### config.mk
export PLATFORM = sky130hd
export DESIGN_NAME = tetris_grid_scanout
export DESIGN_NICKNAME = d
export VERILOG_FILES = /design/src/rtl/tetris_grid_scanout.sv
export SDC_FILE = /design/constraint.sdc
export NUM_CORES = 1
export LEC_CHECK = 0
export BUFFER_PORTS_ARGS = -buffer_cell sky130_fd_sc_hd__buf_2
export CORE_AREA = 2 2 269 271
export CTS_CLUSTER_DIAMETER = 120
export DETAILED_ROUTE_END_ITERATION = 10
export DIE_AREA = 0 0 271 273
export PLACE_DENSITY_LB_ADDON = 0.05
export SLEW_MARGIN = 15
export SYNTH_ARGS = -nofsm -noshare
export SYNTH_HDL_FRONTEND = slang
export SYNTH_SLANG_ARGS = --single-unit
### constraint.sdc
create_clock -name clk -period 59.2 [get_ports clk]
set_input_delay 2.96 -clock clk [delete_from_list [all_inputs] [get_ports clk]]
set_output_delay 2.96 -clock clk [all_outputs]
set_load 0.01 [all_outputs]
### src/rtl/tetris_grid_scanout.sv
// Streams a snapshot of the Tetris playfield one cell per handshake, row-major,
// with frame/line markers and a fixed 8-entry 4:4:4 colour palette.
module tetris_grid_scanout #(
  parameter int FIRST_ROW = 0,
  parameter int LAST_ROW  = 20
) (
  input  logic                  clk,
  input  logic                  rst,
  input  logic [21:0][9:0][2:0] grid,
  input  logic                  start,
  input  logic                  abort,
  input  logic                  pix_ready,
  output logic                  pix_valid,
  output logic [2:0]            pix_code,
  output logic [11:0]           pix_rgb,
  output logic [4:0]            pix_row,
  output logic [3:0]            pix_col,
  output logic                  sof,
  output logic                  eol,
  output logic                  eof,
  output logic                  busy,
  output logic                  frame_done
);

  localparam logic [4:0] FIRST_R = 5'(FIRST_ROW);
  localparam logic [4:0] LAST_R  = 5'(LAST_ROW);

  typedef enum logic [1:0] {IDLE, STREAM, DONE} state_t;

  state_t                state_q, state_d;
  logic [21:0][9:0][2:0] snap_q, snap_d;
  logic [4:0]            row_q, row_d;
  logic [3:0]            col_q, col_d;

  // Abort wins over everything, including a start seen in IDLE.
  always_comb begin
    state_d = state_q;
    snap_d  = snap_q;
    row_d   = row_q;
    col_d   = col_q;
    case (state_q)
      IDLE: begin
        if (start && !abort) begin
          snap_d  = grid;
          row_d   = FIRST_R;
          col_d   = 4'd0;
          state_d = STREAM;
        end
      end
      STREAM: begin
        if (abort) begin
          state_d = IDLE;
        end else if (pix_ready) begin
          if (col_q == 4'd9) begin
            col_d = 4'd0;
            if (row_q == LAST_R) begin
              state_d = DONE;
            end else begin
              row_d = row_q + 5'd1;
            end
          end else begin
            col_d = col_q + 4'd1;
          end
        end
      end
      DONE: begin
        state_d = IDLE;
      end
      default: begin
        state_d = IDLE;
      end
    endcase
  end

  always_ff @(posedge clk or posedge rst) begin
    if (rst) begin
      state_q <= IDLE;
      snap_q  <= '0;
      row_q   <= '0;
      col_q   <= '0;
    end else begin
      state_q <= state_d;
      snap_q  <= snap_d;
      row_q   <= row_d;
      col_q   <= col_d;
    end
  end

  // Outputs decode directly from state, so reset zeroes them without a clock.
  always_comb begin
    pix_valid  = 1'b0;
    pix_code   = 3'd0;
    pix_row    = 5'd0;
    pix_col    = 4'd0;
    sof        = 1'b0;
    eol        = 1'b0;
    eof        = 1'b0;
    busy       = (state_q != IDLE);
    frame_done = (state_q == DONE);
    if (state_q == STREAM) begin
      pix_valid = 1'b1;
      pix_code  = snap_q[row_q][col_q];
      pix_row   = row_q;
      pix_col   = col_q;
      sof       = (row_q == FIRST_R) && (col_q == 4'd0);
      eol       = (col_q == 4'd9);
      eof       = (row_q == LAST_R) && (col_q == 4'd9);
    end
  end

  always_comb begin
    pix_rgb = 12'h000;
    case (pix_code)
      3'd0: pix_rgb = 12'h000;
      3'd1: pix_rgb = 12'hF00;
      3'd2: pix_rgb = 12'h0F0;
      3'd3: pix_rgb = 12'h00F;
      3'd4: pix_rgb = 12'hFF0;
      3'd5: pix_rgb = 12'hF0F;
      3'd6: pix_rgb = 12'h0FF;
      3'd7: pix_rgb = 12'hFFF;
      default: pix_rgb = 12'h000;
    endcase
  end

endmodule

==> flow_summary.yaml <==
status:
  status: "completed"
global_routing:
  grt_max_degree: 173
  grt_use_total_pct: 31.01
  grt_pass1_wl_mm: 168.6
  grt-ovfl-total: 0
  grt_pass1_vias: 26083
  antenna_found_initial: 9
die:
  io_pins: 695
  die_area_um2: 73980
  core_area_um2: 71000
  start_util_pct: 43.68
  die_width_um: 271
  fp.dieH_um: 273
  num_rows: 98
route:
  top_layer: "met5"
  num_vias: 26233
  drt_pass1_iterations: 5
  ant_nets: 0
  drc_errors: 0
  wl_per_cell_um: 23.15
  wl_met3_mm: 8.401
  drt_wl_total_mm: 116.0
  wl_met2_mm: 54.42
  drt-initial-drc-count: 2458
  met1_length_mm: 48.69
  viasPerCell: 5.233
clocking:
  cts_buffers: 75
  post_cts_resized: 0
  clkLatencyLatePin_ns: 0.62
  path_clk_slew_ns: 0.07
  cts_buffer_depth: 3
  cts_hold_buf: 0
  cts.htree.levels: 3
  post_cts.repair.setup_buffers: 0
  cts_sinks: 671
  root_buffer: "clkbuf_16"
  cts_tree: "done"
power_and_ir_drop:
  p_int_w: 0.0009628
  power_w: 0.001424
  power.share.switching_pct: 32.38
  p_sw_w: 0.0004610
  peakVddDrop_mv: 0.01988
  clockPowerShare_pct: 32.5
  p_leak_nw: 19.81
  p_seq_share_pct: 42.5
  p_per_area_nw_per_um2: 38.15
  combPwrFrac_pct: 25.0
synth:
  yosys_warnings: 0
  postSynth.asyncResetShare_pct: 100.0
  yosysSeqAreaShare_pct: 54.15
  synth.area.mux_share_pct: 12.19
  synth_top_family_by_area: "simple AND/OR/NAND/NOR gates"
  synth_simple_gate_area_share_pct: 25.88
  yosys.area_share.adder_pct: 0.2017
  avgSynthCellArea_um2: 9.049
  synth-seq-cells: 671
  synth-edff-count: 0
  synth_compound_area_share_pct: 3.772
  synth_nets: 4097
  synth_ff_type: "dfrtp_1"
  synth_xor_area_share_pct: 0.08473
  synth_cell_types: 66
  syn_area_um2: 31010
  syn_inst: 3427
run:
  drv_cap: 0
setup_path:
  endpoint_kind: "output port"
  ff2ff_setup_slack_ns: 54.86
  r2r_cells: 7
  regToRegEndpoint: "snap_q[320]"
  startpoint_type: "flop"
  worstSetupPathType: "flop to output port"
  cp_max_fo: 44
  worstPathRequired_ns: 56.24
  reg2reg_from: "state_q[0]"
  arrival_ns: 5.54
sta:
  rsz0062_at_grt: "no"
  fin_crit_sh_pct: 14.36
  hold_viol_final: 0
  final.setup.tns_ns: 0
  fin_crit_ns: 8.503
  final-max-slew-violation-count: 0
  fmax_ghz: 0.1176
  tightest_slew_ns: 1.167
  setup_viol: 0
  fin_worst_skew_ns: 0.01639
  maxSlewHeadroom_pct: 22.19
cells_and_area:
  final_cell_mix: "nand2_1 (2,024), buf_2 (694), dfrtp_1 (665)"
  multi_input_area_um2: 13080
  syn_to_final_growth_pct: 20.36
  nFillCells: 6772
  nNetsFinal: 4676
  final_common_cell: "nand2_1"
  regArea_um2: 16800
  drive_gt1_share_pct: 24.32
place:
  place_congestion: 0.8715
  dpl.hpwl_mm: 85.27
  portBuffers: 694
min_path:
  holdPathStages: 2
  worstHoldEndpoint: "snap_q[237]"
  min-delay-start: "snap_q[237]"
  holdCritPathClass: "flop to flop"
[worst max-delay path by stage]
stage / startpoint / end / slack (ns) / depth (start not counted)
after floorplan: rst / col_q[0] / 37.43 / 1
after global placement: row_q[0] / pix_rgb[6] / 51.42 / 11
after detailed placement: row_q[0] / pix_rgb[4] / 51.41 / 11
after CTS: row_q[0] / pix_rgb[4] / 50.73 / 10
after global routing: row_q[0] / pix_rgb[7] / 50.40 / 10
final: row_q[0] / pix_rgb[5] / 50.70 / 10
[critical path: stages (launching register included)]
cell	delay, ns
dfrtp_4	0.97
buf_4	0.77
buf_4	0.59
mux2i_1	0.26
o22ai_1	0.14
nor4_1	0.49
o31ai_1	0.15
o22a_1	0.19
a211o_1	0.45
o31ai_1	0.58
buf_2	0.24
[registers in the layout, summed over array words and instances (netlist names)]
name	cells
col_q	4
row_q	5
snap_q	660
state_q	2
[cell families after synthesis]
group | after synthesis
AO/OA/AOI/OAI | 173
XOR/XNOR | 3
adder cells (fa/ha/maj) | 5
flip-flops | 671
multiplexers | 228
buffers and inverters | 244
AND/OR/NAND/NOR | 2103
[synthesized netlist by cell type (all sizes together), types with 6 or more instances]
| cell type | n | area [um^2] |
|---|---|---|
| nand2 | 2024 | 7597 |
| dfrtp | 671 | 16790 |
| clkbuf | 177 | 664.4 |
| mux4 | 117 | 2650 |
| mux2i | 96 | 960.9 |
| buf | 54 | 442.9 |
| o21ai | 44 | 220.2 |
| a21oi | 28 | 143.9 |
| nor2 | 28 | 105.1 |
| o22ai | 21 | 131.4 |
| mux2 | 15 | 168.9 |
| nand3 | 12 | 60.06 |
| o221ai | 12 | 105.1 |
| a22oi | 11 | 82.58 |
| inv | 11 | 41.29 |
| a211oi | 10 | 75.07 |
| and3 | 6 | 37.54 |
[routing by layer]
metal  vias up  GRT usage (%)
met5         -              0
met4         6          12.62
met3       185          6.151
met2       941          48.86
met1     12944          42.25
li1      12157              -
[stage by stage]
stage	hold WS, ns	instance area, um^2	utilization [%]	worst slack [ns]	instances
final	0.4676	37320	52.57	50.70	5013
after global routing	0.4758	37320	52.57	50.40	5012
after floorplan	0.4373	31010	-	37.43	3427
after global placement	0.4504	34910	49.18	51.42	4878
after detailed placement	0.4570	34910	49.18	51.41	4878
after CTS	0.4715	37290	52.53	50.73	5008
[power groups by stage]
stage / Sequential (W) / Combinational (W) / Clock (W)
floorplan: 0.000586 / 0.000248 / 0
detailed placement: 0.000611 / 0.000355 / 0
global route: 0.000615 / 0.000386 / 0.000490
global placement: 0.000611 / 0.000351 / 0
finish: 0.000605 / 0.000356 / 0.000463
CTS: 0.000604 / 0.000356 / 0.000471
[layout make-up]
type	instances	area share, %
Antenna cell	4	0.02682
Multi-Input combinational cell	2512	35.05
Inverter	13	0.1509
Sequential cell	671	45.02
Clock inverter	26	0.6470
Timing Repair Buffer	733	10.19
Tap cell	950	3.185
Clock buffer	104	5.729
No activity file was read; power rests on OpenSTA's default activity.
